`src/rtl/i2c_pkg.sv`:
```
// Shared definitions for the I2C slave core: FSM states, FIFO word geometry
// and the R/W direction bit values.
package i2c_pkg;

  localparam int unsigned WORD_BYTES = 4;

  localparam logic DIR_R = 1'b1;
  localparam logic DIR_W = 1'b0;

  typedef enum logic [2:0] {
    ST_IDLE,
    ST_ADDR,
    ST_ADDR_ACK,
    ST_WR_BYTE,
    ST_WR_ACK,
    ST_RD_BYTE,
    ST_RD_ACK,
    ST_IGNORE
  } state_e;

endpackage

```
`src/rtl/i2c_sync_edge.sv`:
```
// Two-flop synchroniser for an asynchronous pin plus a delayed copy for edge
// detection.
//   CLK_I, RST_I (async, active-high), srst (sync) : clock / resets
//   d_i    : raw asynchronous input
//   q_o    : synchronised level
//   rise_o : one-cycle pulse on a synchronised 0->1 transition
//   fall_o : one-cycle pulse on a synchronised 1->0 transition
module i2c_sync_edge #(
  parameter logic RST_VAL = 1'b1
) (
  input  logic CLK_I,
  input  logic RST_I,
  input  logic srst,
  input  logic d_i,
  output logic q_o,
  output logic rise_o,
  output logic fall_o
);

  // [0] first sync flop, [1] second sync flop, [2] delayed copy
  logic [2:0] sh_q;
  logic [2:0] sh_d;

  always_comb begin
    sh_d = {sh_q[1:0], d_i};
    if (srst) begin
      sh_d = {3{RST_VAL}};
    end
  end

  always_ff @(posedge CLK_I or posedge RST_I) begin
    if (RST_I) begin
      sh_q <= {3{RST_VAL}};
    end else begin
      sh_q <= sh_d;
    end
  end

  assign q_o    = sh_q[1];
  assign rise_o = sh_q[1] & ~sh_q[2];
  assign fall_o = ~sh_q[1] & sh_q[2];

endmodule

```
`src/rtl/i2c_slave_core.sv`:
```
// I2C slave link layer between the bus pins and 32-bit RX/TX word FIFOs.
//   CLK_I, RST_I (async, active-high), srst (sync soft reset)
//   scl_i, sda_i : raw bus pins;  sda_oe : 1 pulls SDA low
//   reg_addr     : own 7-bit address
//   RX FIFO      : full in, push/dout out
//   TX FIFO      : empty/din in (first-word-fall-through), pop out
//   wstop/rstop/rerr : end-of-transaction pulses
//   addr_r, byte_buf, byte_done : per-transaction / per-byte taps
module i2c_slave_core
  import i2c_pkg::*;
#(
  parameter int unsigned WORD_BYTES = i2c_pkg::WORD_BYTES
) (
  input  logic        CLK_I,
  input  logic        RST_I,
  input  logic        srst,
  input  logic        scl_i,
  input  logic        sda_i,
  output logic        sda_oe,
  input  logic [6:0]  reg_addr,
  input  logic        full,
  output logic        push,
  output logic [31:0] dout,
  input  logic        empty,
  output logic        pop,
  input  logic [31:0] din,
  output logic        wstop,
  output logic        rstop,
  output logic        rerr,
  output logic [6:0]  addr_r,
  output logic [7:0]  byte_buf,
  output logic        byte_done
);

  localparam logic [1:0] LAST_BYTE = 2'(WORD_BYTES - 1);

  logic scl, scl_rise, scl_fall;
  logic sda, sda_rise, sda_fall;

  i2c_sync_edge #(.RST_VAL(1'b1)) u_sync_scl (
    .CLK_I  (CLK_I),
    .RST_I  (RST_I),
    .srst   (srst),
    .d_i    (scl_i),
    .q_o    (scl),
    .rise_o (scl_rise),
    .fall_o (scl_fall)
  );

  i2c_sync_edge #(.RST_VAL(1'b1)) u_sync_sda (
    .CLK_I  (CLK_I),
    .RST_I  (RST_I),
    .srst   (srst),
    .d_i    (sda_i),
    .q_o    (sda),
    .rise_o (sda_rise),
    .fall_o (sda_fall)
  );

  logic start_det, stop_det;
  assign start_det = sda_fall & scl;
  assign stop_det  = sda_rise & scl;

  state_e      state_q, state_d;
  logic [2:0]  bit_cnt_q, bit_cnt_d;
  logic [1:0]  byte_cnt_q, byte_cnt_d;
  logic [6:0]  shift_q, shift_d;
  logic [31:0] tx_q, tx_d;
  logic [31:0] word_q, word_d;
  logic [6:0]  addr_q, addr_d;
  logic [7:0]  byte_buf_q, byte_buf_d;
  logic        rw_q, rw_d;
  logic        act_q, act_d;
  logic        pushed_q, pushed_d;
  logic        nack_ok_q, nack_ok_d;
  logic        rd_err_q, rd_err_d;
  logic        sda_oe_q, sda_oe_d;
  logic        push_q, push_d;
  logic        pop_q, pop_d;
  logic        byte_done_q, byte_done_d;
  logic        wstop_q, wstop_d;
  logic        rstop_q, rstop_d;
  logic        rerr_q, rerr_d;

  logic [7:0]  rx_byte;
  logic [4:0]  byte_idx;

  always_comb begin
    state_d     = state_q;
    bit_cnt_d   = bit_cnt_q;
    byte_cnt_d  = byte_cnt_q;
    shift_d     = shift_q;
    tx_d        = tx_q;
    word_d      = word_q;
    addr_d      = addr_q;
    byte_buf_d  = byte_buf_q;
    rw_d        = rw_q;
    act_d       = act_q;
    pushed_d    = pushed_q;
    nack_ok_d   = nack_ok_q;
    rd_err_d    = rd_err_q;
    sda_oe_d    = sda_oe_q;
    push_d      = 1'b0;
    pop_d       = 1'b0;
    byte_done_d = 1'b0;
    wstop_d     = 1'b0;
    rstop_d     = 1'b0;
    rerr_d      = 1'b0;
    rx_byte     = {shift_q, sda};
    byte_idx    = {LAST_BYTE - byte_cnt_q, 3'b000};

    if (start_det) begin
      state_d    = ST_ADDR;
      bit_cnt_d  = '0;
      byte_cnt_d = '0;
      act_d      = 1'b0;
      pushed_d   = 1'b0;
      nack_ok_d  = 1'b0;
      rd_err_d   = 1'b0;
      sda_oe_d   = 1'b0;
    end else if (stop_det) begin
      state_d    = ST_IDLE;
      bit_cnt_d  = '0;
      byte_cnt_d = '0;
      sda_oe_d   = 1'b0;
      act_d      = 1'b0;
      if (act_q) begin
        if (rw_q == DIR_W) begin
          wstop_d = pushed_q && (byte_cnt_q == '0);
        end else if (nack_ok_q) begin
          rstop_d = 1'b1;
        end else begin
          rerr_d = 1'b1;
        end
      end
    end else begin
      unique case (state_q)
        ST_IDLE, ST_IGNORE: begin
        end

        ST_ADDR: begin
          if (scl_rise) begin
            shift_d   = rx_byte[6:0];
            bit_cnt_d = bit_cnt_q + 3'd1;
            if (bit_cnt_q == 3'd7) begin
              bit_cnt_d = '0;
              addr_d    = shift_q;
              rw_d      = sda;
              if (shift_q != reg_addr) begin
                state_d = ST_IGNORE;
              end else if ((sda == DIR_W) && full) begin
                state_d = ST_IGNORE;
              end else if ((sda == DIR_R) && empty) begin
                rerr_d  = 1'b1;
                state_d = ST_IGNORE;
              end else begin
                act_d   = 1'b1;
                state_d = ST_ADDR_ACK;
              end
            end
          end
        end

        // sda_oe_q separates the fall that starts the ACK clock from the
        // fall that ends it.
        ST_ADDR_ACK: begin
          if (scl_fall) begin
            if (!sda_oe_q) begin
              sda_oe_d = 1'b1;
              if (rw_q == DIR_R) begin
                tx_d  = din;
                pop_d = ~empty;
              end
            end else begin
              bit_cnt_d = '0;
              if (rw_q == DIR_R) begin
                sda_oe_d = ~tx_q[31];
                tx_d     = {tx_q[30:0], 1'b0};
                state_d  = ST_RD_BYTE;
              end else begin
                sda_oe_d = 1'b0;
                state_d  = ST_WR_BYTE;
              end
            end
          end
        end

        ST_WR_BYTE: begin
          if (scl_rise) begin
            shift_d   = rx_byte[6:0];
            bit_cnt_d = bit_cnt_q + 3'd1;
            if (bit_cnt_q == 3'd7) begin
              bit_cnt_d            = '0;
              byte_buf_d           = rx_byte;
              byte_done_d          = 1'b1;
              word_d[byte_idx +: 8] = rx_byte;
              state_d              = ST_WR_ACK;
              if (byte_cnt_q == LAST_BYTE) begin
                push_d     = 1'b1;
                pushed_d   = 1'b1;
                byte_cnt_d = '0;
              end else begin
                byte_cnt_d = byte_cnt_q + 2'd1;
              end
            end
          end
        end

        ST_WR_ACK: begin
          if (scl_fall) begin
            if (!sda_oe_q) begin
              sda_oe_d = 1'b1;
            end else begin
              sda_oe_d = 1'b0;
              state_d  = ST_WR_BYTE;
            end
          end
        end

        ST_RD_BYTE: begin
          if (scl_fall) begin
            sda_oe_d = ~tx_q[31];
            tx_d     = {tx_q[30:0], 1'b0};
          end else if (scl_rise) begin
            bit_cnt_d = bit_cnt_q + 3'd1;
            if (bit_cnt_q == 3'd7) begin
              bit_cnt_d = '0;
              state_d   = ST_RD_ACK;
            end
          end
        end

        ST_RD_ACK: begin
          if (scl_fall) begin
            sda_oe_d = 1'b0;
          end else if (scl_rise) begin
            if (!sda) begin
              state_d = ST_RD_BYTE;
              if (byte_cnt_q == LAST_BYTE) begin
                byte_cnt_d = '0;
                if (!empty) begin
                  pop_d = 1'b1;
                  tx_d  = din;
                end else begin
                  tx_d     = '1;
                  rd_err_d = 1'b1;
                end
              end else begin
                byte_cnt_d = byte_cnt_q + 2'd1;
              end
            end else begin
              nack_ok_d = (byte_cnt_q == LAST_BYTE) && !rd_err_q;
              state_d   = ST_IGNORE;
            end
          end
        end

        default: state_d = ST_IDLE;
      endcase
    end
  end

  always_ff @(posedge CLK_I or posedge RST_I) begin
    if (RST_I) begin
      state_q     <= ST_IDLE;
      bit_cnt_q   <= '0;
      byte_cnt_q  <= '0;
      shift_q     <= '0;
      tx_q        <= '0;
      word_q      <= '0;
      addr_q      <= '0;
      byte_buf_q  <= '0;
      rw_q        <= 1'b0;
      act_q       <= 1'b0;
      pushed_q    <= 1'b0;
      nack_ok_q   <= 1'b0;
      rd_err_q    <= 1'b0;
      sda_oe_q    <= 1'b0;
      push_q      <= 1'b0;
      pop_q       <= 1'b0;
      byte_done_q <= 1'b0;
      wstop_q     <= 1'b0;
      rstop_q     <= 1'b0;
      rerr_q      <= 1'b0;
    end else if (srst) begin
      state_q     <= ST_IDLE;
      bit_cnt_q   <= '0;
      byte_cnt_q  <= '0;
      shift_q     <= '0;
      tx_q        <= '0;
      word_q      <= '0;
      addr_q      <= '0;
      byte_buf_q  <= '0;
      rw_q        <= 1'b0;
      act_q       <= 1'b0;
      pushed_q    <= 1'b0;
      nack_ok_q   <= 1'b0;
      rd_err_q    <= 1'b0;
      sda_oe_q    <= 1'b0;
      push_q      <= 1'b0;
      pop_q       <= 1'b0;
      byte_done_q <= 1'b0;
      wstop_q     <= 1'b0;
      rstop_q     <= 1'b0;
      rerr_q      <= 1'b0;
    end else begin
      state_q     <= state_d;
      bit_cnt_q   <= bit_cnt_d;
      byte_cnt_q  <= byte_cnt_d;
      shift_q     <= shift_d;
      tx_q        <= tx_d;
      word_q      <= word_d;
      addr_q      <= addr_d;
      byte_buf_q  <= byte_buf_d;
      rw_q        <= rw_d;
      act_q       <= act_d;
      pushed_q    <= pushed_d;
      nack_ok_q   <= nack_ok_d;
      rd_err_q    <= rd_err_d;
      sda_oe_q    <= sda_oe_d;
      push_q      <= push_d;
      pop_q       <= pop_d;
      byte_done_q <= byte_done_d;
      wstop_q     <= wstop_d;
      rstop_q     <= rstop_d;
      rerr_q      <= rerr_d;
    end
  end

  assign sda_oe    = sda_oe_q;
  assign push      = push_q;
  assign dout      = word_q;
  assign pop       = pop_q;
  assign wstop     = wstop_q;
  assign rstop     = rstop_q;
  assign rerr      = rerr_q;
  assign addr_r    = addr_q;
  assign byte_buf  = byte_buf_q;
  assign byte_done = byte_done_q;

endmodule

```
`config.mk`:
```
export PLATFORM = sky130hd
export DESIGN_NAME = i2c_slave_core
export DESIGN_NICKNAME = d
export VERILOG_FILES = /design/src/rtl/i2c_pkg.sv /design/src/rtl/i2c_sync_edge.sv /design/src/rtl/i2c_slave_core.sv
export SDC_FILE = /design/constraint.sdc
export NUM_CORES = 1
export LEC_CHECK = 0
export BUFFER_PORTS_ARGS = -buffer_cell sky130_fd_sc_hd__buf_2
export CAP_MARGIN = 15
export CORE_MARGIN = 2
export CORE_UTILIZATION = 55
export CTS_CLUSTER_DIAMETER = 120
export CTS_CLUSTER_SIZE = 12
export DETAILED_ROUTE_END_ITERATION = 7
export MAX_ROUTING_LAYER = met4
export PLACE_DENSITY_LB_ADDON = 0.12
export SYNTH_ARGS = -nofsm -noshare
export SYNTH_HDL_FRONTEND = slang
export SYNTH_SLANG_ARGS = --single-unit
```
`constraint.sdc`:
```
create_clock -name CLK_I -period 3.8 [get_ports CLK_I]
set_input_delay 0.57 -clock CLK_I [delete_from_list [all_inputs] [get_ports CLK_I]]
set_output_delay 0.57 -clock CLK_I [all_outputs]
set_load 0.05 [all_outputs]
```
Word-level counts from Yosys, hierarchy flattened. Cells that the tools add are included.

Bits in registers: 112. Output and inout port bits: 54. Logic and storage cells: 297.

Add/subtract/negate cells: 4. Eq/ne operators: 40. Shifts and indexed selects: 2. Mux-type cells: 178. Bitwise gates (word level): 12. Reduce and logical (&&, ||, !) cells: 39.

Operators by type and width (count): 32-bit 2-to-1 mux (19); 32-bit one-hot mux with 3 select lines (1); 1-bit 2-to-1 mux (95); 3-bit 2-to-1 mux (30); 5-bit inequality test (second input constant) (16); 7-bit 2-to-1 mux (11); 8-bit 2-to-1 mux (6); 32-bit bitwise mux (1); 8-bit by 7-bit variable shift with 32-bit output (first input constant) (1); 8-bit by 7-bit indexed part select with 32-bit output (1); 3-bit inequality test (second input constant) (9); 5-bit AND reduction (5); 3-bit nonzero test (7); 2-bit 2-to-1 mux (10); 3-bit one-hot mux with 6 select lines (1); 4-bit nonzero test (4); 14-bit AND reduction (1); 3-bit equality test (second input constant) (4); 4-bit inequality test (second input constant) (3); 6-bit AND reduction (2); 10-bit AND reduction (1); 2-bit nonzero test (5); 3-bit one-hot mux with 3 select lines (1); 9-bit nonzero test (1); other kinds (24) (40).

Logic depth before layout (Yosys ltp).
Depth after elaboration: 10. Depth in mapped cells: 8.

Hierarchy. From an unflattened synthesis, not the netlist that was laid out.

Cell total of the unflattened synthesis: 592. Area, all modules: 5770.5 µm².

By module, submodules not included: i2c_slave_core (instances 1, cells each 574, area an instance 5542.8 µm²); i2c_sync_edge (instances 2, cells each 9, area an instance 113.9 µm²).

Worst setup path before layout. OpenSTA, ideal clock, no wires.

Kind: reg2reg. Start: register byte_cnt_q[0]. End: register tx_q[10]. Library setup time: 82 ps. Arrival time: 2029 ps. Required time: 3718 ps. Setup slack: 1689 ps. Stages on the path, launching flop included: 9. Cells stage by stage: dfrtp_1 > ha_1 > buf_2 > nor3b_1 > a21oi_1 > o41ai_4 > buf_4 > nor2_1 > a31oi_1.

Cells in the longest elaborated chain, start to end: 3.

Ends and longest elaborated chain: start, declared (RTL line i2c_slave_core.sv:66) `logic [1:0] byte_cnt_q, byte_cnt_d;`; start signal, assigned (RTL line i2c_slave_core.sv:309) `byte_cnt_q <= byte_cnt_d;`; 2-bit equality test (RTL line i2c_slave_core.sv:239) `if (byte_cnt_q == LAST_BYTE) begin`; 3-bit inequality test (no line); 10-bit AND reduction (no line); end signal, assigned (RTL line i2c_slave_core.sv:311) `tx_q <= tx_d;`; end, declared (RTL line i2c_slave_core.sv:68) `logic [31:0] tx_q, tx_d;`.

No other way between the ends. A chain may end at the register's enable or synchronous reset.

Worst setup path in the final report.
Start: register state_q[0]. End: register word_q[6], in the netlist dout[6].

Cells in the longest elaborated chain, start to end: 3.

Ends and longest elaborated chain: start, declared (RTL line i2c_slave_core.sv:64) `state_e state_q, state_d;`; start signal, assigned (RTL line i2c_slave_core.sv:307) `state_q <= state_d;`; 3-bit by 2-bit equality test with 1-bit output (RTL line i2c_slave_core.sv:137) `unique case (state_q)`; 2-bit nonzero test (no line); 5-bit AND reduction (no line); end signal, assigned (RTL line i2c_slave_core.sv:312) `word_q <= word_d;`; end, declared (RTL line i2c_slave_core.sv:69) `logic [31:0] word_q, word_d;`.

No other way between the ends.

==> flow_metrics.tcl <==
set metrics [dict create \
    tns_ps 0 \
    comb_power_share_pct 27.8 \
    p_per_area_mw_per_mm2 498.5 \
    final_common_cell "dfrtp_1" \
    grt_max_degree 68 \
    p_int_mw 1.957 \
    antenna_found_initial 0 \
    final_util_pct 63.62 \
    tightestPinTransition_ps 1003 \
    reg2reg_from "state_q[0]" \
    antenna_left 0 \
    end_kind "register" \
    clk_pin_slew_ps 100 \
    start_util_pct 55.66 \
    diodes 0 \
    drv_slew 0 \
    numCtsBuffers 9 \
    drv_cap 0 \
    vias_per_cell 5.598 \
    cts_setup_buffers 0 \
    path_max_fanout 20 \
    dr.pass1.iters 5 \
    syn_inst 550 \
    dieArea_mm2 0.01056 \
    core_area_mm2 0.009639 \
    yosysUniqueCellTypes 51 \
    hold_violations 0 \
    cts-hold-fix-buffers 0 \
    nNetsFinal 688 \
    globalRouteTotalUtil_pct 24.16 \
    wl_per_cell_um 15.51 \
    finalWirelength_um 11990 \
    cts.sinks 112 \
    synth.net_count 603 \
    async_reset_ff_share_pct 100.0 \
    run_status "finished, final reports clean" \
    synthFlopType "dfrtp_1" \
    synth_seq_cells 112 \
    grt_pass1_wl_um 19270 \
    grt.overflow.total 0 \
    critPathKind "reg2reg" \
    switching_share_pct 35.99 \
    portBuffers 99 \
    final_cell_mix "dfrtp_1 (106), buf_2 (99), nand2_1 (88)" \
    grt_pass1_vias 3854 \
    dpl.cell_count 755 \
    vias 4327 \
    final_layout_size_suffix_gt1_share_pct 25.16 \
    cp-start-kind "register" \
    cts.path.max_buffers 2 \
    root_buffer "clkbuf_8" \
    fin_crit_ps 2928 \
    crit_arrival_ps 3230 \
    yosysWarnings 0 \
    final_cells 773 \
    startpoint "state_q[0]" \
    timing.fmax_mhz 341.6 \
    seq_power_share_pct 51.5 \
    clkPwrFrac_pct 20.8 \
    p_sw_mw 1.100 \
    syn_to_final_growth_pct 14.30 \
    route.detailed.drc 0 \
    finalClockSkew_ps 12.57 \
    max-vdd-ir-drop_mv 0.2808 \
    relSlewSlack_pct 32.63 \
    rsz0062_at_grt "false" \
    avgSynthCellArea_um2 9.755 \
    synth_edf_count 0 \
    die_h_um 102.8 \
    ys_seq_area_share_pct 52.38 \
    dp_hpwl_um 8238 \
    cts_tree "done" \
    gp_congestion 0.9077 \
    holdWs_ps 259.9 \
    setup_viol 0 \
    rows 36 \
    insertion_delay_ps 370 \
    cts_max_level 3 \
    drt_iter0_markers 209 \
    syn-cell-area_mm2 0.005365 \
    finalCritPeriodShare_pct 77.04 \
    leakagePower_nw 2.842 \
    hold_class "in2async" \
    p_total_mw 3.057 \
    die_w_um 102.8 \
    num_io_pins 100 \
    cts_resized 0 \
    worstPathRequired_ps 4110 \
]
[metrics by stage]
| stage | worst slack (ps) | cell area [um^2] |
|---|---|---|
| 2_1_floorplan | 280.9 | 5365 |
| 3_3_place_gp | 1023 | 5958 |
| 3_5_place_dp | 911.2 | 5958 |
| 4_1_cts | 908.7 | 6122 |
| 5_1_grt | 647.3 | 6132 |
| 6_report | 872.5 | 6132 |
[state kept, by name, summed over array words and instances (netlist names), 2 cells and up]
name and cells:
byte_buf 8, state_q 3, bit_cnt_q 3, tx_q 32, u_sync_sda.sh_q 3, byte_cnt_q 2
dout 32, addr_r 7, u_sync_scl.sh_q 3, shift_q 7
[power groups by stage]
stage	Clock (mW)	Combinational [mW]	Sequential [mW]
2_1_floorplan	0	0.666	1.57
3_3_place_gp	0	0.832	1.58
3_5_place_dp	0	0.846	1.60
4_1_cts	0.652	0.847	1.57
5_1_grt	0.699	0.956	1.61
6_report	0.635	0.848	1.57
[logic make-up (layout without fill, tap and decap cells)]
logic type,count (synthesis),count (layout),share of synthesized area (%)
buffers and inverters,46,136,3.755
and+or+nand+nor,202,202,16.98
AOI/OAI and AO/OA,142,142,17.28
xor gates and xnor gates,9,9,1.609
DFF,112,112,52.38
adders and majority gates,8,8,1.819
muxes,31,31,6.180
[synthesized netlist by cell type (2+ instances only)]
library cell / number / area [um^2]
buf_4: 3 / 22.52
nand2b_1: 6 / 37.54
dfstp_2: 6 / 157.7
nor2_1: 57 / 214.0
or2_2: 5 / 31.28
o21ai_0: 55 / 275.3
o211ai_1: 2 / 15.01
clkbuf_1: 21 / 78.83
o221ai_1: 2 / 17.52
nor3b_1: 2 / 15.01
nand4_1: 2 / 12.51
mux2i_1: 14 / 140.1
and3b_1: 2 / 17.52
a21oi_2: 2 / 17.52
buf_2: 8 / 40.04
xnor2_1: 8 / 70.07
a21oi_1: 12 / 60.06
or3_1: 2 / 12.51
nand4b_1: 2 / 17.52
ha_1: 7 / 87.58
inv_1: 12 / 45.04
nor3_1: 5 / 25.02
and3_1: 2 / 12.51
nor2b_1: 11 / 68.82
nor4_1: 6 / 37.54
o21a_1: 4 / 30.03
nand2_1: 88 / 330.3
nor4b_1: 2 / 17.52
nand3_1: 5 / 25.02
mux2_2: 17 / 191.4
nand3b_1: 4 / 30.03
a211oi_1: 5 / 37.54
a31oi_1: 34 / 212.7
dfrtp_1: 106 / 2653
a22o_1: 15 / 131.4
[final timing paths]
kind | to | slack (ps) | cells after the start
setup / recovery | dout[6] | 870 | 5
max in group asynchronous | u_sync_sda.sh_q[1] | 2750 | 3
min in group CLK_I | u_sync_sda.sh_q[0] | 400 | 2
hold / removal | addr_r[0] | 260 | 2
hold reg to reg | dout[27] | 480 | 2
setup reg to reg | dout[6] | 870 | 5
[worst max-delay path: stages (launching register included)]
cell      delay, ps
dfrtp_1         700
and3b_1         350
o2111a_1        640
nand2_1         110
nor3_1          800
a22o_1          270
[final cells by class]
type | count | area [um^2]
fillers | 859 | 3507
flip-flops and latches | 112 | 2810
multi-input cells | 392 | 2374
repair buffers | 108 | 570.5
well taps | 133 | 166.4
clock buffers | 11 | 131.4
inverters | 12 | 47.55
clock inverters | 5 | 32.53
[metal layers]
metal  track usage, %  share of wire, %  wire (um)  up-vias
met4            6.073              0.82         98        0
met3            4.678               4.5        541        9
met2            34.69                46       5568      117
met5                -                 0          0        -
li1                 -                 -          -     2093
met1            35.61                48       5780     2108
Power figures use the tool's default switching activity.
